`config.mk`:
```
export PLATFORM = sky130hd
export DESIGN_NAME = fb_swap_arbiter
export DESIGN_NICKNAME = d
export VERILOG_FILES = /design/src/rtl/fb_swap_arbiter.sv
export SDC_FILE = /design/constraint.sdc
export NUM_CORES = 1
export LEC_CHECK = 0
export CAP_MARGIN = 40
export CORE_ASPECT_RATIO = 1.5
export CORE_MARGIN = 2
export CORE_UTILIZATION = 45
export DETAILED_ROUTE_END_ITERATION = 8
export DONT_BUFFER_PORTS = 1
export HOLD_SLACK_MARGIN = 0.03
export PLACE_DENSITY = 0.62
export SLEW_MARGIN = 25
export SYNTH_ARGS = -nofsm -noshare
export SYNTH_HDL_FRONTEND = slang
export SYNTH_SLANG_ARGS = --single-unit
export TNS_END_PERCENT = 30
```
`constraint.sdc`:
```
create_clock -name clock -period 3.1 [get_ports clock]
set_input_delay 0.775 -clock clock [delete_from_list [all_inputs] [get_ports clock]]
set_output_delay 0.775 -clock clock [all_outputs]
set_load 0.05 [all_outputs]
```
`src/rtl/fb_swap_arbiter.sv`:
```
// Double-buffered frame-buffer arbiter. Grants are same-cycle and read data arrives 1 cycle later.
// Scan reads win over writes, except when a writer has been denied STARVE_LIMIT times; banks swap only at a frame end.
module fb_swap_arbiter #(
    parameter int ADDR_WIDTH   = 8,
    parameter int DATA_WIDTH   = 1,
    parameter int STARVE_LIMIT = 15
) (
    input  logic                  clock,
    input  logic                  reset,

    input  logic                  rd_req,
    input  logic [ADDR_WIDTH-1:0] rd_addr,
    input  logic                  rd_frame_end,
    output logic                  rd_gnt,
    output logic                  rd_valid,
    output logic [DATA_WIDTH-1:0] rd_data,

    input  logic                  wr_req,
    input  logic [ADDR_WIDTH-1:0] wr_addr,
    input  logic [DATA_WIDTH-1:0] wr_data,
    output logic                  wr_ack,
    input  logic                  wr_done,
    output logic                  wr_ready,

    output logic                  mem_en,
    output logic                  mem_we,
    output logic [ADDR_WIDTH:0]   mem_addr,
    output logic [DATA_WIDTH-1:0] mem_wdata,
    input  logic [DATA_WIDTH-1:0] mem_rdata,

    output logic                  front_bank,
    output logic [7:0]            swap_count
);

    typedef enum logic {
        OPEN    = 1'b0,
        PENDING = 1'b1
    } swap_state_t;

    typedef struct packed {
        logic                  bank;
        logic [ADDR_WIDTH-1:0] point;
    } mem_addr_t;

    localparam logic [7:0] STARVE_MAX = 8'(STARVE_LIMIT);

    swap_state_t state;
    logic [7:0]  starve_cnt;
    logic        write_elig;
    logic        force_wr;
    logic        grant_rd;
    logic        grant_wr;
    mem_addr_t   addr_sel;

    always_comb begin
        write_elig = wr_req & wr_ready;
        force_wr   = write_elig && (starve_cnt == STARVE_MAX);
        grant_rd   = rd_req && !force_wr;
        grant_wr   = write_elig && !grant_rd;
    end

    // Reads target the front bank, writes the back bank; front_bank only moves after the grant cycle.
    always_comb begin
        addr_sel.bank  = grant_wr ? ~front_bank : front_bank;
        addr_sel.point = grant_wr ? wr_addr : rd_addr;
    end

    assign rd_gnt    = grant_rd;
    assign wr_ack    = grant_wr;
    assign mem_en    = grant_rd | grant_wr;
    assign mem_we    = grant_wr;
    assign mem_addr  = addr_sel;
    assign mem_wdata = grant_wr ? wr_data : '0;
    assign rd_data   = mem_rdata;

    always_ff @(posedge clock) begin
        if (reset) begin
            starve_cnt <= 8'd0;
        end else if (!write_elig || grant_wr) begin
            starve_cnt <= 8'd0;
        end else if (starve_cnt != STARVE_MAX) begin
            starve_cnt <= starve_cnt + 8'd1;
        end
    end

    always_ff @(posedge clock) begin
        if (reset) begin
            rd_valid <= 1'b0;
        end else begin
            rd_valid <= grant_rd;
        end
    end

    // A frame end coinciding with wr_done is not a swap point: the frame being scanned started before the back frame was complete.
    always_ff @(posedge clock) begin
        if (reset) begin
            state      <= OPEN;
            wr_ready   <= 1'b1;
            front_bank <= 1'b0;
            swap_count <= 8'd0;
        end else begin
            case (state)
                OPEN: begin
                    if (wr_done) begin
                        state    <= PENDING;
                        wr_ready <= 1'b0;
                    end
                end
                PENDING: begin
                    if (grant_rd && rd_frame_end) begin
                        state      <= OPEN;
                        wr_ready   <= 1'b1;
                        front_bank <= ~front_bank;
                        swap_count <= swap_count + 8'd1;
                    end
                end
            endcase
        end
    end

endmodule
```
==> flow_metrics.py, run 1 <==
metrics = {
    "logic_synthesis": {
        "netlist_area_um2": 1021,
        "synth_nets": 133,
        "yosysSeqAreaShare_pct": 39.22,
        "synthArstFlopShare_pct": 0,
        "syn_avg_cell_area_um2": 9.542,
        "ys_ff_latch": 20,
        "yosysUniqueCellTypes": 37,
        "synth_ff_type": "dfxtp_1",
        "synth_warnings": 0,
        "syn_inst": 107,
        "synth-edff-count": 0,
    },
    "sta": {
        "timing.final.max_slew_violations": 0,
        "rsz0062_at_grt": "no",
        "finClkSkew_ps": 4.346,
        "setup-tns-final_ps": 0,
        "max_slew_margin_pct": 59.89,
        "max_freq_ghz": 0.3316,
        "finalHoldViolations": 0,
        "worst_pin_slew_ps": 600.9,
        "layout_min_cycle_time_ps": 3016,
        "post-route-period-util_pct": 97.28,
        "setup_violations": 0,
        "layout_setup_ws_ps": 84.17,
    },
    "clocking": {
        "holdBufCountCts": 0,
        "cts_inserted_buffers": 3,
        "clk_latency_ps": 300,
        "path_clk_slew_ps": 100,
        "cts-root-buf": "clkbuf_4",
        "clock_sinks": 20,
        "clock_path_buffers": 2,
        "cts_tree": "built",
        "htree_levels": 1,
    },
    "grt": {
        "gr-usage-all-layers_pct": 14.97,
        "overflow": 0,
        "grt_max_degree": 15,
        "grt_pass1_wl_mm": 3.070,
        "antenna_found_initial": 0,
        "grt_pass1_vias": 689,
    },
    "floorplanning": {
        "initial_core_util_pct": 46.82,
        "die_y_um": 62.34,
        "core-area_um2": 2181,
        "boundaryPins": 50,
        "num_rows": 21,
        "dieArea_um2": 2674,
        "die_w_um": 42.89,
    },
    "run_status": {
        "outcome": "finished clean",
    },
    "flow_run": {
        "drv_cap": 0,
    },
    "worst_hold_path": {
        "min-delay-path-class": "flop to flop",
        "hold_start": "starve_cnt[0]",
        "holdPathStages": 1,
    },
    "power_and_ir_drop": {
        "ir_drop_mv": 0.1949,
        "power_leakage_nw": 0.4345,
        "power.density_nw_per_um2": 450.7,
    },
    "drt": {
        "dr.first_iter.drc_count": 16,
        "drtPass1Iterations": 3,
        "drt_wl_total_mm": 1.936,
        "vias": 784,
        "routedWlPerCell_um": 14.56,
        "ant_nets": 0,
        "routed_via_density": 5.895,
        "drc": 0,
    },
    "layout": {
        "stdcell_count": 133,
        "diodes": 0,
        "n_fill_cell": 210,
        "final_nets": 138,
        "layout-drive-gt1-share_pct": 19.09,
        "post-route-util_pct": 49.57,
        "area_delta_synth_final_pct": 5.883,
    },
    "place": {
        "gp_congestion": 0.8232,
        "dp_hpwl_mm": 1.542,
        "place_ws_ps": 359.3,
        "dpl.cell_count": 130,
        "portBuffers": 0,
    },
    "worst_setup_path": {
        "critPathLaunchType": "flop",
        "critPathLaunch": "starve_cnt[4]",
        "critPathRequiredTime_ps": 2320,
        "endpoint_kind": "output pin",
        "r2r_cells": 4,
        "arrival_ps": 2240,
        "cp_max_fo": 9,
        "r2r_start": "starve_cnt[4]",
        "path_class": "flop to output pin",
    },
}
-- area by class of cell --
| class | instances | area [µm²] | share of cell area (%) |
|---|---|---|---|
| clock buffer | 3 | 22.52 | 2.083 |
| sequential | 20 | 401.6 | 37.15 |
| multi-input combinational | 79 | 575.6 | 53.24 |
| tap | 23 | 28.78 | 2.662 |
| inverter | 3 | 11.26 | 1.042 |
| timing repair buffer | 5 | 41.29 | 3.819 |
-- layout by cell type, fill, tap and decap left out, types with 2 or more instances in the layout --
cell type | Yosys | routed
mux2_1 | 2 | 2
nor2b_1 | 3 | 3
clkbuf_4 | 0 | 3
ha_1 | 2 | 2
nor2_1 | 13 | 13
or3_1 | 2 | 2
o31ai_1 | 2 | 2
nand2_1 | 4 | 4
a21oi_1 | 7 | 7
xor2_1 | 3 | 3
nand3_1 | 3 | 3
dfxtp_1 | 20 | 19
and3_1 | 3 | 3
nand4_1 | 3 | 3
nand2b_1 | 2 | 2
mux2_4 | 7 | 7
buf_4 | 2 | 4
or4_1 | 2 | 2
o21ai_0 | 2 | 2
xnor2_1 | 5 | 5
inv_1 | 2 | 2
-- registers in the layout (all words and copies together) (netlist names) --
register,flops
starve_cnt,8
swap_count,8
front_bank,1
rd_valid,1
state,1
wr_ready,1
-- Yosys cell counts (all sizes together), types with 2 or more instances --
cell    count  area (µm²)
dfxtp      20       400.4
nor2       13       48.80
mux2        9       127.6
a21oi       7       35.03
xnor2       5       43.79
nand2       4       15.01
and3        3       18.77
buf         3       26.27
inv         3       11.26
nand3       3       15.01
nand4       3       18.77
nor2b       3       18.77
or4         3       26.27
xor2        3       26.28
clkbuf      2       7.510
ha          2       25.02
nand2b      2       12.51
nor3        2       15.01
o21ai       2       10.01
o31ai       2       15.01
or2         2       15.02
or3         2       12.51
-- repair_timing --
action | in CTS | in global routing
endpoints found under the setup margin | 0 | 9
setup buffers | 0 | 0
endpoints found under the hold margin | 0 | 0
gates resized for setup | 0 | 2
-- cells by family after synthesis --
family	synth area share, %
multiplexers	13.48
AO/OA/AOI/OAI	9.927
XOR/XNOR	6.863
adder cells (fa/ha/maj)	2.451
flip-flops	39.22
AND/OR/NAND/NOR	23.65
buffers and inverters	4.411
-- worst paths after layout --
path | to | slack (ps)
worst max-delay path | mem_addr[3] | 80
worst min register to register | starve_cnt[0] | 480
worst min-delay path | starve_cnt[0] | 480
worst max register to register | swap_count[3] | 1170
-- through the flow --
stage	power [mW]	instance area (µm²)	hold slack [ps]
4_1_cts	0.4955	1076	493.9
5_1_grt	0.5129	1081	504.4
3_5_place_dp	0.3769	1054	471.1
2_1_floorplan	0.3731	1021	426.1
3_3_place_gp	0.3751	1046	440.1
6_report	0.4872	1081	483.2
-- where the power goes --
part / total (mW) / internal [mW] / switching [mW] / leakage [nW]
logic: 0.0981 / 0.0277 / 0.0704 / 0.258
registers: 0.272 / 0.262 / 0.0108 / 0.163
clock network: 0.117 / 0.0453 / 0.0713 / 0.0138
total: 0.487 / 0.335 / 0.153 / 0.434
-- layer usage --
metal	vias up	track usage [%]	wire, µm
li1	382	-	-
met1	366	15.97	703
met2	32	25.00	1019
met3	4	4.070	167
met4	0	9.375	45
met5	-	0	0
-- worst max-delay path, cell delays in order (launching register included) --
cell	delay, ps
dfxtp_2	360
or4_4	550
or2_4	260
a21o_1	230
buf_6	160
mux2_4	390
Power figures use the tool's default switching activity.
==> run 2: changes to the inputs <==
PLACE_DENSITY = not set   (was 0.62)
PLACE_DENSITY_LB_ADDON = 0.2   (was not set)
==> flow_metrics.py, run 2 (same netlist as run 1, synthesis figures left out) <==
metrics = {
    "worst_setup_path": {
        "arrival_ps": 2250,
        "endpoint_kind": "output pin",
        "path_class": "flop to output pin",
        "cp_max_fo": 10,
        "critPathRequiredTime_ps": 2320,
        "critPathLaunchType": "flop",
    },
    "drt": {
        "dr.first_iter.drc_count": 16,
        "drtPass1Iterations": 2,
        "drc": 0,
        "vias": 782,
        "routed_via_density": 5.880,
        "drt_wl_total_mm": 1.883,
        "ant_nets": 0,
        "routedWlPerCell_um": 14.16,
    },
    "clocking": {
        "cts-root-buf": "clkbuf_4",
        "cts_tree": "built",
        "htree_levels": 1,
        "path_clk_slew_ps": 100,
        "clock_path_buffers": 2,
        "clk_latency_ps": 300,
        "clock_sinks": 20,
        "cts_inserted_buffers": 3,
    },
    "grt": {
        "gr-usage-all-layers_pct": 15.44,
        "overflow": 0,
        "grt_pass1_wl_mm": 3.201,
        "grt_max_degree": 15,
        "grt_pass1_vias": 748,
        "antenna_found_initial": 0,
    },
    "sta": {
        "worst_pin_slew_ps": 623.9,
        "layout_setup_ws_ps": 73.07,
        "max_freq_ghz": 0.3304,
        "post-route-period-util_pct": 97.64,
        "layout_min_cycle_time_ps": 3027,
        "finClkSkew_ps": 5.728,
        "setup_violations": 0,
        "finalHoldViolations": 0,
        "max_slew_margin_pct": 58.35,
        "timing.final.max_slew_violations": 0,
    },
    "power_and_ir_drop": {
        "power_mw": 0.4905,
        "power_leakage_nw": 0.4408,
        "power.density_nw_per_um2": 451.6,
        "ir_drop_mv": 0.2331,
    },
    "place": {
        "dpl.cell_count": 130,
        "portBuffers": 0,
        "place_ws_ps": 379.5,
        "dp_hpwl_mm": 1.469,
        "gp_congestion": 0.8000,
    },
    "run_status": {
        "outcome": "finished clean",
    },
    "layout": {
        "post-route-util_pct": 49.80,
        "final_common_cell": "dfxtp_1",
        "layout-drive-gt1-share_pct": 20.91,
        "final_cell_mix": "dfxtp_1, nor2_1, mux2_4, a21oi_1, buf_4",
        "stdcell_count": 133,
        "area_delta_synth_final_pct": 6.372,
        "diodes": 0,
        "final_nets": 138,
        "largestRegisters": "starve_cnt (8), swap_count (8)",
    },
    "floorplanning": {
        "die_y_um": 62.34,
        "dieArea_um2": 2674,
        "core-area_um2": 2181,
        "num_rows": 21,
        "initial_core_util_pct": 46.82,
        "boundaryPins": 50,
        "die_w_um": 42.89,
    },
    "worst_hold_path": {
        "min-delay-path-class": "flop to flop",
    },
    "flow_run": {
        "drv_cap": 0,
    },
}
-- run 2: metrics by stage --
step | hold slack, ps | setup TNS [ps] | area [µm²]
detailed placement | 455.6 | 0 | 1054
finish | 474.3 | 0 | 1086
CTS | 479.9 | 0 | 1076
global placement | 439.6 | 0 | 1046
global route | 506.6 | -4.891 | 1086
floorplan | 426.1 | 0 | 1021
-- run 2: cell type report --
class	count	area, µm²
timing repair buffer	5	37.54
tap	23	28.78
inverter	3	11.26
fill	220	1095
sequential	20	402.9
multi-input combinational	79	583.1
clock buffer	3	22.52
-- run 2: power breakdown --
group | total, mW | leakage (nW) | switching (mW) | internal, mW
Sequential | 0.273 | 0.163 | 0.0110 | 0.262
Clock | 0.119 | 0.0138 | 0.0739 | 0.0453
Combinational | 0.0986 | 0.264 | 0.0705 | 0.0281
Total | 0.490 | 0.441 | 0.155 | 0.335
-- run 2: what timing repair did --
item,CTS,global route
resized for setup,0,3
hold buffers,0,0
endpoints found under the setup margin,0,8
setup buffers,0,0
-- run 2: path summary, 6_finish.rpt --
kind,from,depth (start not counted),endpoint,slack (ps)
worst max-delay path,starve_cnt[4],5,mem_addr[5],70
worst min-delay path,starve_cnt[0],1,starve_cnt[0],470
worst max register to register,starve_cnt[4],4,swap_count[3],1170
worst min register to register,starve_cnt[0],1,starve_cnt[0],470
-- run 2: critical path, cell delays in order, from the launching register on --
cell and delay [ps]:
dfxtp_2 360, or4_4 550, or2_4 260, a21o_1 200, buf_4 190, mux2_4 400
-- run 2: per-layer routing --
layer | part of all wire, % | vias up | global-route usage, % | wire length, µm
li1 | - | 382 | - | -
met2 | 49 | 30 | 24.62 | 921
met4 | 2.4 | 0 | 9.375 | 46
met3 | 7.6 | 4 | 3.198 | 143
met5 | 0 | - | 0 | 0
met1 | 41 | 366 | 18.36 | 770
==> run 3: changes to the inputs <==
--- a/config.mk
+++ b/config.mk
@@ -14,5 +14,5 @@
 export HOLD_SLACK_MARGIN = 0.03
 export PLACE_DENSITY_LB_ADDON = 0.2
-export SLEW_MARGIN = 25
+export SLEW_MARGIN = 20
 export SYNTH_ARGS = -nofsm -noshare
 export SYNTH_HDL_FRONTEND = slang
==> constraint.sdc (replaced) <==
create_clock -name clock -period 3.1 [get_ports clock]
set_input_delay 0.62 -clock clock [delete_from_list [all_inputs] [get_ports clock]]
set_output_delay 0.62 -clock clock [all_outputs]
set_load 0.05 [all_outputs]
==> flow_metrics.py, run 3 (same netlist as run 1, synthesis figures left out) <==
metrics = {
    "drt": {
        "ant_nets": 0,
        "routedWlPerCell_um": 13.71,
        "vias": 793,
        "dr.first_iter.drc_count": 12,
        "routed_via_density": 5.962,
        "drtPass1Iterations": 4,
        "drc": 0,
        "drt_wl_total_mm": 1.823,
    },
    "worst_setup_path": {
        "cp_max_fo": 11,
        "endpoint_kind": "output pin",
        "path_cells": "or4_4, or2_4, a21o_1, mux2_2",
        "critPathRequiredTime_ps": 2480,
        "slowest_stage": "or4_4",
        "r2r_end": "swap_count[7]",
        "arrival_ps": 2330,
        "r2r_start": "swap_count[0]",
        "rrSetupSlack_ps": 1250,
        "r2r_cells": 4,
        "cp_top_family": "simple AND/OR/NAND/NOR gates",
        "critPathLaunchType": "flop",
        "path_buf_inv": 0,
        "path_class": "flop to output pin",
        "slowest_delay_ps": 570,
    },
    "sta": {
        "setup_violations": 0,
        "max_freq_ghz": 0.3395,
        "finClkSkew_ps": 1.117,
        "worst_pin_slew_ps": 594.9,
        "layout_min_cycle_time_ps": 2945,
        "rsz0062_at_grt": "no",
        "setup-tns-final_ps": 0,
        "max_slew_margin_pct": 60.29,
        "finalHoldViolations": 0,
        "post-route-period-util_pct": 95.01,
        "timing.final.max_slew_violations": 0,
    },
    "grt": {
        "antenna_found_initial": 0,
        "grt_max_degree": 15,
        "grt_pass1_wl_mm": 2.953,
        "overflow": 0,
        "gr-usage-all-layers_pct": 14.19,
        "grt_pass1_vias": 702,
    },
    "floorplanning": {
        "num_rows": 21,
        "dieArea_um2": 2674,
        "die_y_um": 62.34,
        "initial_core_util_pct": 46.82,
        "core-area_um2": 2181,
        "die_w_um": 42.89,
        "boundaryPins": 50,
    },
    "power_and_ir_drop": {
        "power_mw": 0.4847,
        "power.density_nw_per_um2": 450.5,
        "ir_drop_mv": 0.2014,
        "power_leakage_nw": 0.4335,
    },
    "worst_hold_path": {
        "hold_start": "reset",
        "min_to": "swap_count[7]",
        "holdPathStages": 1,
        "min-delay-path-class": "input pin to flop",
    },
    "place": {
        "dp_hpwl_mm": 1.422,
        "portBuffers": 0,
        "gp_congestion": 0.7595,
        "dpl.cell_count": 130,
    },
    "clocking": {
        "clk_latency_ps": 280,
        "htree_levels": 1,
        "cts_tree": "built",
        "clock_path_buffers": 2,
        "cts-root-buf": "clkbuf_4",
        "clock_sinks": 20,
        "cts_inserted_buffers": 3,
        "path_clk_slew_ps": 100,
    },
    "layout": {
        "stdcell_count": 133,
        "largestRegisters": "starve_cnt (8), swap_count (8)",
        "layout-drive-gt1-share_pct": 19.09,
        "final_nets": 138,
        "area_delta_synth_final_pct": 5.392,
        "final_cell_mix": "dfxtp_1, nor2_1, mux2_4, a21oi_1",
        "final_common_cell": "dfxtp_1",
        "diodes": 0,
    },
    "flow_run": {
        "drv_cap": 0,
    },
    "run_status": {
        "outcome": "finished clean",
    },
}
[run 3: power by group]
part | switching [mW] | total [mW] | internal, mW | leakage [nW]
Clock | 0.0702 | 0.115 | 0.0451 | 0.0138
Combinational | 0.0701 | 0.0969 | 0.0268 | 0.257
Sequential | 0.0108 | 0.273 | 0.262 | 0.162
[run 3: how the worst max path moves through the flow]
stage / startpoint / endpoint / slack, ps / cells past startpoint
6_report: starve_cnt[4] / mem_addr[7] / 150 / 4
5_1_grt: starve_cnt[4] / mem_addr[8] / 40 / 5
4_1_cts: starve_cnt[4] / mem_addr[7] / 30 / 4
3_5_place_dp: starve_cnt[4] / mem_addr[7] / 360 / 4
3_3_place_gp: starve_cnt[4] / mem_addr[7] / 390 / 4
2_1_floorplan: starve_cnt[4] / mem_addr[8] / 180 / 5
[run 3: timing repair]
item / in CTS / in global routing
hold buffers: 0 / 0
setup buffers: 0 / 0
setup endpoints to repair: 0 / 1
resized for setup: 0 / 1
[run 3: final cells by class]
| type | count | area (µm²) |
|---|---|---|
| flip-flops and latches | 20 | 400.4 |
| multi-input cells | 79 | 575.6 |
| fillers | 201 | 1105 |
| inverters | 3 | 11.26 |
| repair buffers | 5 | 37.54 |
| well taps | 23 | 28.78 |
| clock buffers | 3 | 22.52 |
[run 3: metrics by stage]
step | util [%] | setup slack [ps] | area, µm² | hold WS, ps
CTS | 49.34 | 26.97 | 1076 | 373.6
global placement | 47.96 | 391.7 | 1046 | 439.9
global route | 49.34 | 39.10 | 1076 | 352.5
floorplan | - | 182.0 | 1021 | 426.1
finish | 49.34 | 154.8 | 1076 | 384.5
detailed placement | 48.31 | 364.0 | 1054 | 445.7
[run 3: routing by layer]
layer | part of all wire (%) | up-vias | track usage [%]
met5 | 0 | - | 0
met1 | 40 | 375 | 16.25
met3 | 9.0 | 2 | 3.198
met4 | 1.0 | 0 | 8.203
met2 | 50 | 33 | 23.30
li1 | - | 383 | -
